File: src/rtl/dmem_arbiter.sv
// dmem_arbiter: shares the single data memory between the core load/store port
// (M0) and the debug/loader port (M1). One access is granted per cycle. Alignment
// and range are checked. Each granted access produces one registered completion
// pulse with its read data or error flag. A requester can hold a lock for
// back-to-back accesses. A starvation counter breaks a lock that has been held
// too long.
//
// Build option: define DMEM_ARB_RR_EN for round-robin arbitration in IDLE.
// When it is undefined, M0 has fixed priority over M1.
module dmem_arbiter #(
  parameter int ADDR_WIDTH = 32,
  parameter int DATA_WIDTH = 32,
  parameter int DMEM_SIZE  = 1024,
  parameter int MAX_WAIT   = 16
) (
  input  logic                  clk,
  input  logic                  rst,
  input  logic                  m0_req,
  input  logic                  m0_lock,
  input  logic [ADDR_WIDTH-1:0] m0_addr,
  input  logic [DATA_WIDTH-1:0] m0_wdata,
  input  logic [2:0]            m0_rd,
  input  logic [1:0]            m0_wr,
  output logic                  m0_gnt,
  output logic                  m0_rvalid,
  output logic [DATA_WIDTH-1:0] m0_rdata,
  output logic                  m0_err,
  input  logic                  m1_req,
  input  logic                  m1_lock,
  input  logic [ADDR_WIDTH-1:0] m1_addr,
  input  logic [DATA_WIDTH-1:0] m1_wdata,
  input  logic [2:0]            m1_rd,
  input  logic [1:0]            m1_wr,
  output logic                  m1_gnt,
  output logic                  m1_rvalid,
  output logic [DATA_WIDTH-1:0] m1_rdata,
  output logic                  m1_err,
  output logic [ADDR_WIDTH-1:0] dmem_addr,
  output logic [DATA_WIDTH-1:0] dmem_wdata,
  output logic [2:0]            dmem_rd,
  output logic [1:0]            dmem_wr,
  input  logic [DATA_WIDTH-1:0] dmem_rdata
);

  localparam logic [1:0] IDLE = 2'd0;
  localparam logic [1:0] OWN0 = 2'd1;
  localparam logic [1:0] OWN1 = 2'd2;

  localparam int                  WAIT_W     = $clog2(MAX_WAIT + 1);
  localparam logic [WAIT_W-1:0]   WAIT_MAX   = WAIT_W'(MAX_WAIT);
  localparam logic [WAIT_W-1:0]   WAIT_ONE   = WAIT_W'(1);
  localparam logic [ADDR_WIDTH:0] SIZE_LIMIT = (ADDR_WIDTH + 1)'(DMEM_SIZE);

  logic [1:0]        state;
  logic [1:0]        state_nxt;
  logic [WAIT_W-1:0] wait0;
  logic [WAIT_W-1:0] wait1;
  logic [WAIT_W-1:0] wait0_nxt;
  logic [WAIT_W-1:0] wait1_nxt;
  logic              bad0;
  logic              bad1;
  logic              starve0;
  logic              starve1;

`ifdef DMEM_ARB_RR_EN
  // 1 means M1 was granted most recently, so M0 wins the next tie.
  logic last_gnt;
`endif

  // Transfer size in bytes for a 2-bit size code. Code 00 means no transfer.
  function automatic logic [2:0] size_bytes(input logic [1:0] size);
    case (size)
      2'b01:   return 3'd1;
      2'b10:   return 3'd2;
      2'b11:   return 3'd4;
      default: return 3'd0;
    endcase
  endfunction

  // Reject a misaligned half/word access, or any access that runs past the end
  // of memory. The sum is one bit wider so that addresses near the top of the
  // address space cannot wrap around and pass the range check.
  function automatic logic access_bad(input logic [ADDR_WIDTH-1:0] addr,
                                      input logic [1:0]            size);
    logic [ADDR_WIDTH:0] end_addr;
    logic                misaligned;
    end_addr   = {1'b0, addr} + {{(ADDR_WIDTH - 2){1'b0}}, size_bytes(size)};
    misaligned = (size == 2'b10 && addr[0]) ||
                 (size == 2'b11 && addr[1:0] != 2'b00);
    return (size != 2'b00) && (misaligned || end_addr > SIZE_LIMIT);
  endfunction

  // Validate each port's pending command. Read and write are never both
  // nonzero, so OR-ing the two size fields gives the access size.
  always_comb begin
    bad0    = access_bad(m0_addr, m0_rd[1:0] | m0_wr);
    bad1    = access_bad(m1_addr, m1_rd[1:0] | m1_wr);
    starve0 = (wait0 == WAIT_MAX);
    starve1 = (wait1 == WAIT_MAX);
  end

  // Grant selection. A lock owner has exclusive access. In IDLE, a starving
  // port goes ahead of normal priority. Nothing is granted while reset is
  // asserted, so no memory command can escape during the reset cycle.
  always_comb begin
    m0_gnt = 1'b0;
    m1_gnt = 1'b0;
    if (!rst) begin
      case (state)
        OWN0: m0_gnt = m0_req;
        OWN1: m1_gnt = m1_req;
        default: begin
          if (m0_req && m1_req) begin
            if (starve0) begin
              m0_gnt = 1'b1;
            end else if (starve1) begin
              m1_gnt = 1'b1;
            end else begin
`ifdef DMEM_ARB_RR_EN
              m0_gnt = last_gnt;
              m1_gnt = !last_gnt;
`else
              m0_gnt = 1'b1;
`endif
            end
          end else begin
            m0_gnt = m0_req;
            m1_gnt = m1_req;
          end
        end
      endcase
    end
  end

  // Starvation counters count blocked request cycles, saturate at the
  // limit, and clear on grant.
  always_comb begin
    wait0_nxt = wait0;
    wait1_nxt = wait1;
    if (m0_gnt) begin
      wait0_nxt = '0;
    end else if (m0_req && !starve0) begin
      wait0_nxt = wait0 + WAIT_ONE;
    end
    if (m1_gnt) begin
      wait1_nxt = '0;
    end else if (m1_req && !starve1) begin
      wait1_nxt = wait1 + WAIT_ONE;
    end
  end

  // Ownership transitions. A lock ends when the owner's last access is
  // unlocked, when the owner goes idle, or when the other port has starved.
  always_comb begin
    state_nxt = state;
    case (state)
      IDLE: begin
        if (m0_gnt && m0_lock) begin
          state_nxt = OWN0;
        end else if (m1_gnt && m1_lock) begin
          state_nxt = OWN1;
        end
      end
      OWN0: begin
        if (!m0_req || (m0_gnt && !m0_lock) ||
            (m1_req && wait1_nxt == WAIT_MAX)) begin
          state_nxt = IDLE;
        end
      end
      OWN1: begin
        if (!m1_req || (m1_gnt && !m1_lock) ||
            (m0_req && wait0_nxt == WAIT_MAX)) begin
          state_nxt = IDLE;
        end
      end
      default: state_nxt = IDLE;
    endcase
  end

  // Drive the memory command from the granted port. A rejected access keeps
  // its address on the bus but issues no read or write.
  always_comb begin
    dmem_addr  = '0;
    dmem_wdata = '0;
    dmem_rd    = 3'b000;
    dmem_wr    = 2'b00;
    if (m0_gnt) begin
      dmem_addr  = m0_addr;
      dmem_wdata = m0_wdata;
      if (!bad0) begin
        dmem_rd = m0_rd;
        dmem_wr = m0_wr;
      end
    end else if (m1_gnt) begin
      dmem_addr  = m1_addr;
      dmem_wdata = m1_wdata;
      if (!bad1) begin
        dmem_rd = m1_rd;
        dmem_wr = m1_wr;
      end
    end
  end

  // Arbitration state, starvation counters and round-robin history.
  always_ff @(posedge clk) begin
    if (rst) begin
      state <= IDLE;
      wait0 <= '0;
      wait1 <= '0;
`ifdef DMEM_ARB_RR_EN
      last_gnt <= 1'b1;
`endif
    end else begin
      state <= state_nxt;
      wait0 <= wait0_nxt;
      wait1 <= wait1_nxt;
`ifdef DMEM_ARB_RR_EN
      if (m0_gnt) begin
        last_gnt <= 1'b0;
      end else if (m1_gnt) begin
        last_gnt <= 1'b1;
      end
`endif
    end
  end

  // Completion pulse, error flag and read data for each port, one cycle after
  // its grant. A granted write, no-op or rejected access returns zero data.
  // An ungranted port keeps its last data.
  always_ff @(posedge clk) begin
    if (rst) begin
      m0_rvalid <= 1'b0;
      m0_err    <= 1'b0;
      m0_rdata  <= '0;
      m1_rvalid <= 1'b0;
      m1_err    <= 1'b0;
      m1_rdata  <= '0;
    end else begin
      m0_rvalid <= m0_gnt;
      m0_err    <= m0_gnt && bad0;
      if (m0_gnt) begin
        m0_rdata <= (!bad0 && m0_rd[1:0] != 2'b00) ? dmem_rdata : '0;
      end
      m1_rvalid <= m1_gnt;
      m1_err    <= m1_gnt && bad1;
      if (m1_gnt) begin
        m1_rdata <= (!bad1 && m1_rd[1:0] != 2'b00) ? dmem_rdata : '0;
      end
    end
  end

endmodule

File: config.mk
export PLATFORM = sky130hd
export DESIGN_NAME = dmem_arbiter
export DESIGN_NICKNAME = d
export VERILOG_FILES = /design/src/rtl/dmem_arbiter.sv
export SDC_FILE = /design/constraint.sdc
export NUM_CORES = 1
export LEC_CHECK = 0
export BUFFER_PORTS_ARGS = -buffer_cell sky130_fd_sc_hd__buf_2
export CAP_MARGIN = 20
export CORE_ASPECT_RATIO = 1.2
export CORE_MARGIN = 4
export CORE_UTILIZATION = 41
export DETAILED_ROUTE_END_ITERATION = 8
export GPL_ROUTABILITY_DRIVEN = 0
export PLACE_DENSITY = 0.79
export SYNTH_ARGS = -nofsm -noshare
export SYNTH_HDL_FRONTEND = slang
export SYNTH_SLANG_ARGS = --single-unit
export TNS_END_PERCENT = 10
File: constraint.sdc
create_clock -name clk -period 3.6 [get_ports clk]
set_input_delay 0.36 -clock clk [delete_from_list [all_inputs] [get_ports clk]]
set_output_delay 0.36 -clock clk [all_outputs]
set_load 0.01 [all_outputs]
# Yosys cells after proc, flatten, opt, wreduce, memory -nomap -nowiden
# Cells that the tools add are included.
# word_totals
elab_cells,110
reg_bits,80
# op_classes
n_eq_ne,15
magnitude_cmp,2
bitwise,2
mux,35
n_addsub,4
n_reduce_logical,43
# op_table
cell,n
two-way mux 32 bit,6
adder 32 x 3 -> 33 bit,2
"greater-than comparator 33 x 11 -> 1 bit, second input constant",2
"equality test 5 bit, second input constant",4
two-way mux 5 bit,4
logical AND 1 bit,19
one-hot mux 3 bit (3 select lines),2
two-way mux 2 bit,8
two-way mux 3 bit,4
nonzero test 2 bit,6
"adder 5 x 1 -> 5 bit, second input constant",2
"equality test 2 bit, second input constant",5
zero test 1 bit,8
logical OR 1 bit,8
two-way mux 1 bit,8
"equality test 2 x 1 -> 1 bit, second input constant",3
one-hot mux 2 bit (3 select lines),1
"inequality test 2 bit, second input constant",2
bitwise OR 2 bit,2
one-hot mux 1 bit (2 select lines),2
"inequality test 3 bit, second input constant",1
AND reduction 3 bit,1
zero test 2 bit,1

# Depth between registers and ports, before layout
# Gate-level depths: netlist of the first run.
# depth
depth_word,12
ltp_mapped,13
depth_no_buf,12

# Worst setup path after synthesis of the first run
# Ideal clock, no wire load.
# synth_timing
path_type,in2out
startpoint,input port m0_wr[1]
endpoint,output port dmem_rd[0]
n_path_buf,1
path_slack_ns,0.015
arrival_time_ns,3.225
cell_stages,12
cell_sequence,nor2_1 nor3_1 ha_1 a211oi_4 or3_1 buf_4 nor3_1 xor2_1 or4_1 or3b_4 nor3_1 a22o_1
# synth_between
elab_chain_cells,9
elab_cells_between_ends,15
classes_between,1 x add/sub; 1 x order compare; 3 x eq/ne; 3 x mux; 1 x bitwise; 6 x reduce/logical
# synth_rtl
item,line,text
"start, declared",23,"input logic [1:0] m0_wr,"
bitwise OR 2 bit (*),96,"bad0 = access_bad(m0_addr, m0_rd[1:0] | m0_wr);"
equality test 2 bit (tied with other cells),"72, 89",
one-hot mux 3 bit (3 select lines),72,case (size)
adder 32 x 3 -> 33 bit,87,"end_addr = {1'b0, addr} + {{(ADDR_WIDTH - 2){1'b0}}, size_bytes(size)};"
greater-than comparator 33 x 11 -> 1 bit,90,return (size != 2'b00) && (misaligned || end_addr > SIZE_LIMIT);
logical OR 1 bit,90,
logical AND 1 bit (*),90,
two-way mux 3 bit (*),190,if (!bad0) begin
two-way mux 3 bit (*),187,if (m0_gnt) begin
"end, declared",40,"output logic [2:0] dmem_rd,"
# Mark *: on every way between the ends. The rest lies on a longest branch, timed or not.

# Worst setup path after layout of the first run
# layout_timing
startpoint,input port m0_wr[0]
endpoint,output port dmem_wr[0]
# layout_between
elab_chain_cells,9
elab_cells_between_ends,15
classes_between,1 x add/sub; 1 x order compare; 3 x eq/ne; 3 x mux; 1 x bitwise; 6 x reduce/logical
# layout_rtl
item,line,text
bitwise OR 2 bit,96,
equality test 2 bit (tied with other cells),"72, 89",
one-hot mux 3 bit (3 select lines),72,
adder 32 x 3 -> 33 bit,87,
greater-than comparator 33 x 11 -> 1 bit,90,
logical OR 1 bit,90,
logical AND 1 bit,90,
two-way mux 2 bit (*),190,
two-way mux 2 bit (*),187,
"end, declared",41,"output logic [1:0] dmem_wr,"
# Marked as above.

==> results of run 1 <==
## worst max-delay path, stage by stage
cell and delay (ns):
buf_8 0.09, nor2_4 0.03, nor3_2 0.19, ha_2 0.22
fa_2 0.24, a21oi_4 0.07, or2_4 0.25, or4b_4 0.54
a31oi_4 0.18, a41oi_2 0.14, a221o_1 0.35, nor3_1 0.19
buf_4 0.16, a22o_1 0.13, buf_2 0.12
## kinds of logic after synthesis
group | count (synthesis)
flip-flops | 80
buffers and inverters | 53
XOR/XNOR | 26
multiplexers | 8
AO/OA/AOI/OAI | 198
AND/OR/NAND/NOR | 241
adder cells (fa/ha/maj) | 15
## state kept, by name (all words and copies together) (netlist names)
name	flops
m0_err	1
m0_rdata	32
m0_rvalid	1
m1_err	1
m1_rdata	32
m1_rvalid	1
state	2
wait0	5
wait1	5
## power by group through the flow
stage          registers, mW  clock network [mW]  logic, mW
2_1_floorplan          0.922                   0      0.304
3_3_place_gp           0.922                   0      0.593
3_5_place_dp           0.922                   0      0.598
4_1_cts                0.903               0.904      0.611
5_1_grt                0.904               0.939      0.686
6_report               0.903               0.886      0.632
## timing repair
item | in CTS | in global routing
pin swaps | 2 | 23
gates cloned | 0 | 0
resized for setup | 15 | 25
setup endpoints to repair | 5 | 5
buffers inserted | 1 | 3
## stage by stage
stage | util [%] | instance area, sq um | TNS [ns] | hold WS, ns
finish | 60.9 | 7810 | -0.123 | 0.252
global route | 60.9 | 7810 | -0.557 | 0.249
global placement | 56.9 | 7310 | -0.298 | 0.456
CTS | 59.8 | 7680 | 0 | 0.241
detailed placement | 56.9 | 7310 | -1.32 | 0.458
floorplan | - | 5430 | 0 | 0.429
## layout by cell type (no fill, tap or decap), types with 10 or more instances in the layout
master   instances
nor2_1          40
nand2_1         46
xor2_1          12
dfxtp_1         80
buf_4           36
nand3_1         31
inv_1           14
a22o_1         131
nor3_1          19
buf_2          311
nand4_1         23
xnor2_1         14
o21ai_0         10
## routing by layer
metal	GRT usage, %	part of all wire [%]
met1	29.4	38
met2	44.3	51
met3	4.20	8.0
met4	9.42	3.2
met5	0	0
## how the worst max path moves through the flow
stage	start	end	slack, ns	cells after the start
after floorplan	m0_wr[1]	dmem_rd[0]	0.02	12
after global placement	m0_wr[1]	dmem_rd[2]	-0.07	14
after detailed placement	m0_wr[1]	dmem_rd[2]	-0.10	14
after CTS	m0_wr[1]	dmem_wr[0]	0.01	14
after global routing	m0_rd[0]	dmem_wr[1]	-0.12	15
final	m0_wr[0]	dmem_wr[0]	-0.03	15
## cell type report
type                            count  area share [%]
Antenna cell                        1          0.0320
Clock buffer                       10            3.06
Clock inverter                      4           0.705
Inverter                           15           0.721
Multi-Input combinational cell    488            47.5
Sequential cell                    80            20.5
Tap cell                          164            2.63
Timing Repair Buffer              354            24.8
==> flow_summary.json, run 1 <==
{
  "status": "finished, violations left",
  "violations": "negative setup slack",
  "antenna_found_initial": 1,
  "reg2reg_depth": 10,
  "area_growth_pct": 43.9,
  "grt_use_total_pct": 24.8,
  "routed_wl_um": 20100,
  "cts_hold_buf": 0,
  "drv_slew": 0,
  "syn-num-nets": 812,
  "clockRootBuffer": "clkbuf_16",
  "start_util_pct": 42.3,
  "fin_cells": 1116,
  "switching_share_pct": 28.8,
  "async_reset_ff_share_pct": 0,
  "gr-total-overflow": 0,
  "max_clock_freq_mhz": 275,
  "worst_slack_ns": -0.0336,
  "total_power_mw": 2.42,
  "path_class": "input port to output pin",
  "synth_edf_count": 0,
  "die_area_sq_um": 15200,
  "fin_skew_ns": 0.00788,
  "power.net_switching_mw": 0.697,
  "cts_max_path_buffers": 2,
  "placed_cells": 1097,
  "core-area_sq_um": 12800,
  "seq_power_share_pct": 37.3,
  "h-tree-depth": 3,
  "via_per_inst": 5.88,
  "nFillCells": 1141,
  "finalSetupViolCount": 4,
  "ios": 315,
  "cp_max_fo": 4,
  "worstPathArrival_ns": 3.27,
  "period_minus_slack_ns": 3.63,
  "vias": 6562,
  "syn_inst": 621,
  "ir_drop_mv": 0.401,
  "grt_first_pass_wirelength_um": 31000,
  "cts_tree": "built",
  "slew_headroom_pct": 52.6,
  "clkTransAtPathRegs_ns": 0.06,
  "fin_crit_sh_pct": 101,
  "synth_area_sq_um": 5430,
  "p_clk_share_pct": 36.6,
  "yosys-top-cells-count": "a22o_1, dfxtp_1, nor2_1",
  "register_area_sq_um": 1600,
  "dp_slack_ns": -0.102,
  "place_hpwl_um": 15800,
  "synth_xor_area_share_pct": 4.19,
  "multiInputGateArea_sq_um": 3710,
  "drt_iter0_drc": 450,
  "power_density_nw_per_um2": 310,
  "fp-row-count": 45,
  "drc": 0,
  "layout-drive-gt1-share_pct": 44.7,
  "p_leak_nw": 3.70,
  "ant_nets": 0,
  "min_path_type": "input port to flip-flop",
  "required_ns": 3.24,
  "insertion_delay_ns": 0.33,
  "post-synth-top-count-cell": "a22o_1",
  "rr_endpoint": "m1_rdata[3]$_SDFFE_PP0P_",
  "numCtsBuffers": 9,
  "synthMuxAreaShare_pct": 1.57,
  "ys.flop_type": "dfxtp_1",
  "synth_top_family_by_area": "compound AO/OA/AOI/OAI gates",
  "cts.sinks": 80,
  "wl_per_cell_um": 18.0,
  "rr_startpoint": "wait0[0]$_SDFF_PP0_",
  "synthTopCellsByArea": "dfxtp_1, a22o_1, nor2_1",
  "combPwrFrac_pct": 26.1,
  "r2r_slack_ns": 0.99,
  "internal-power_mw": 1.72,
  "nets": 1139,
  "yosysSeqAreaShare_pct": 29.5,
  "hold_violations": 0,
  "yosysWarnings": 0,
  "worstSetupStartpointType": "input port",
  "rsz0062_at_grt": "yes",
  "fp.dieH_um": 134,
  "synth-compound-area-share_pct": 30.3,
  "synth_top_area_cell": "dfxtp_1",
  "syn_avg_cell_area_sq_um": 8.74,
  "hold_end": "m0_rdata[19]$_SDFFE_PP0P_",
  "worst_pin_slew_ns": 0.711,
  "port_buffers": 314,
  "synthAdderAreaFrac_pct": 3.73,
  "synth-seq-cells": 80,
  "hold_start": "dmem_rdata[19]",
  "max_cap_violations": 0,
  "critPathCaptureType": "output pin",
  "drt-pass1-iter-count": 5,
  "grt_pass1_vias": 6077,
  "ys_types": 76,
  "fp.dieW_um": 113,
  "grt_max_degree": 69,
  "synth_top_area_share_pct": 29.5,
  "whs_path_depth": 2,
  "synth-simple-area-share_pct": 25.7
}
(Power assumes the default switching activity.)
==> inputs of run 2 (changes only) <==
- ABC_AREA: unset -> 1
- CORE_UTILIZATION: 41 -> 43
- CTS_BUF_LIST: unset -> sky130_fd_sc_hd__clkbuf_4 sky130_fd_sc_hd__clkbuf_8 sky130_fd_sc_hd__clkbuf_16
- PLACE_DENSITY: 0.79 -> 0.78
- TNS_END_PERCENT: 10 -> unset
==> run 2 against run 1 <==
  * The flow now finishes without violations
  * Core utilization down 3.4 points
  * Largest power group is now combinational cells
  * Clock power is 4.9% higher
  * Worst setup slack better by 0.25 ns
  * Non-clock buffer count decreased by 26
  * Largest cell class unchanged
  * Fmax grew 7.5%
  * Die area is 16% higher
==> flow_summary.json, run 2 <==
{
  "status": "complete, no violations",
  "worstPathArrival_ns": 3.02,
  "layout_commonest_cell": "buf_2",
  "drt_iter0_drc": 731,
  "whs_path_depth": 3,
  "cp_max_fo": 6,
  "period_minus_slack_ns": 3.38,
  "antenna_found_initial": 2,
  "routed_wl_um": 24900,
  "fin_skew_ns": 0.00848,
  "gr-total-overflow": 0,
  "grt_first_pass_wirelength_um": 37600,
  "synthTopCellsByArea": "dfxtp_1, nand2_1, inv_1",
  "grt_max_degree": 64,
  "async_reset_ff_share_pct": 0,
  "clkTransAtPathRegs_ns": 0.06,
  "worstSetupStartpointType": "input port",
  "holdWs_ns": 0.294,
  "critPathCaptureType": "output pin",
  "core-area_sq_um": 15100,
  "nFillCells": 1482,
  "port_buffers": 314,
  "final_cell_mix": "buf_2, nand2_1, inv_1, nor2_1, dfxtp_1",
  "ys.flop_type": "dfxtp_1",
  "path_class": "input port to output pin",
  "ios": 315,
  "worst_pin_slew_ns": 0.714,
  "ir_drop_mv": 0.215,
  "worst_slack_ns": 0.221,
  "area_growth_pct": 30.3,
  "fp-row-count": 49,
  "syn_avg_cell_area_sq_um": 6.05,
  "min_path_type": "input port to flip-flop",
  "syn-num-nets": 1296,
  "p_leak_nw": 4.78,
  "place_hpwl_um": 19500,
  "dp_slack_ns": 0.151,
  "die_area_sq_um": 17600,
  "syn_inst": 1105,
  "grt_use_total_pct": 26.5,
  "hold_start": "dmem_rdata[26]",
  "reg2reg_depth": 15,
  "nets": 1581,
  "fp.dieW_um": 122,
  "wl_per_cell_um": 15.6,
  "max_cap_violations": 0,
  "reg.largest.list": "m0_rdata: 32 flops, m1_rdata: 32 flops",
  "ys_types": 39,
  "layout-drive-gt1-share_pct": 28.2,
  "synth_top_area_cell": "dfxtp_1",
  "rr_endpoint": "state[1]$_SDFFE_PP0P_",
  "cts.sinks": 80,
  "post-synth-top-count-cell": "nand2_1",
  "finalSetupViolCount": 0,
  "grt_pass1_vias": 7733,
  "h-tree-depth": 3,
  "via_per_inst": 5.35,
  "clockRootBuffer": "clkbuf_16",
  "vias": 8570,
  "start_util_pct": 44.1,
  "power_density_nw_per_um2": 352,
  "hold_end": "m1_rdata[26]$_SDFFE_PP0P_",
  "numCtsBuffers": 9,
  "synth-seq-cells": 80,
  "synth_top_area_share_pct": 24.0,
  "slew_headroom_pct": 52.4,
  "drv_slew": 0,
  "max_clock_freq_mhz": 296,
  "r2r_slack_ns": 0.69,
  "final_core_util_pct": 57.5,
  "yosysWarnings": 0,
  "synth_edf_count": 0,
  "insertion_delay_ns": 0.34,
  "hold_violations": 0,
  "yosysSeqAreaShare_pct": 24.0,
  "required_ns": 3.24,
  "cts_max_path_buffers": 2,
  "drt-pass1-iter-count": 8,
  "drc": 0,
  "cts_tree": "built",
  "rr_startpoint": "state[0]$_SDFFE_PP0P_",
  "synth_area_sq_um": 6680,
  "yosys-top-cells-count": "nand2_1, inv_1, nor2_1",
  "fp.dieH_um": 145,
  "fin_crit_sh_pct": 93.9,
  "ant_nets": 0,
  "cts_hold_buf": 0
}
-- run 2: cell types whose count changed after synthesis, moves of 10 or more --
cell	previous run	this run
a21oi_1	10	41
a22o_1	131	34
clkbuf_1	19	34
inv_1	15	151
nand2_1	46	301
nand3_1	31	60
nand4_1	23	52
nor2_1	48	143
o211ai_1	4	25
o211ai_2	0	10
o21ai_0	12	24
o22ai_1	2	24
xnor2_1	14	1
-- run 2: routing by layer --
| metal | global-route usage, % | part of all wire (%) |
|---|---|---|
| met1 | 32.9 | 40 |
| met2 | 44.3 | 46 |
| met3 | 5.01 | 9.9 |
| met4 | 12.9 | 4.5 |
| met5 | 0 | 0.052 |
-- run 2: cell families (layout without fill, tap and decap cells) --
group | count (synthesis) | after routing | synth area share, %
AND/OR/NAND/NOR | 620 | 620 | 41.1
buffers and inverters | 207 | 497 | 12.5
AO/OA/AOI/OAI | 163 | 163 | 16.7
flip-flops | 80 | 80 | 24.0
XOR/XNOR | 20 | 20 | 2.62
adder cells (fa/ha/maj) | 15 | 15 | 3.03
other | 0 | 2 | 0
-- run 2: final cells by class --
class	count	area (sq um)	area share [%]
diodes	2	5.00	0.0575
clock buffers	10	233	2.67
clock inverters	6	68.8	0.790
inverters	153	574	6.60
multi-input cells	818	4280	49.2
flip-flops and latches	80	1600	18.4
well taps	204	255	2.93
repair buffers	328	1690	19.4
-- run 2: worst max-delay path: stages --
cell	delay [ns]
buf_2	0.11
or2_2	0.34
inv_1	0.11
nor2_1	0.05
ha_1	0.20
fa_1	0.41
nand2_1	0.11
nand2_1	0.13
inv_1	0.10
nor2_1	0.06
nand3_1	0.07
nand2_1	0.05
nor2_1	0.08
nand2_1	0.05
nor2_1	0.07
nand3_1	0.06
nor2_1	0.08
nand3_1	0.15
nand2_4	0.15
nand3_1	0.07
nand2_1	0.09
buf_2	0.12
-- run 2: report_power, final --
part | switching (mW) | internal (mW)
clock | 0.380 | 0.550
combinational | 0.769 | 0.423
sequential | 0.0186 | 0.923
-- run 2: per-stage QoR --
| step | std cells | setup TNS, ns | power (mW) | cell area, sq um |
|---|---|---|---|---|
| 3_5_place_dp | 1582 | 0 | 2.13 | 8370 |
| 2_1_floorplan | 1105 | 0 | 1.66 | 6680 |
| 5_1_grt | 1600 | -0.00255 | 3.22 | 8700 |
| 3_3_place_gp | 1582 | 0 | 2.12 | 8370 |
| 4_1_cts | 1598 | 0 | 3.06 | 8670 |
| 6_report | 1601 | 0 | 3.06 | 8710 |
-- run 2: worst max path at each step --
stage             start          to  slack [ns]  cells after the start
2_1_floorplan  m0_rd[1]  dmem_rd[1]        0.45                     21
3_3_place_gp   m1_wr[0]  dmem_wr[0]        0.22                     22
3_5_place_dp   m1_wr[0]  dmem_rd[0]        0.15                     22
4_1_cts        m1_wr[0]  dmem_rd[0]        0.14                     22
5_1_grt        m1_wr[0]  dmem_rd[1]      -0.003                     22
6_report       m1_wr[0]  dmem_rd[0]        0.22                     22
-- run 2: what timing repair did --
action | in CTS | in global routing
hold endpoints to repair | 0 | 0
setup buffers | 0 | 1
endpoints found under the setup margin | 0 | 5
resized for setup | 0 | 7
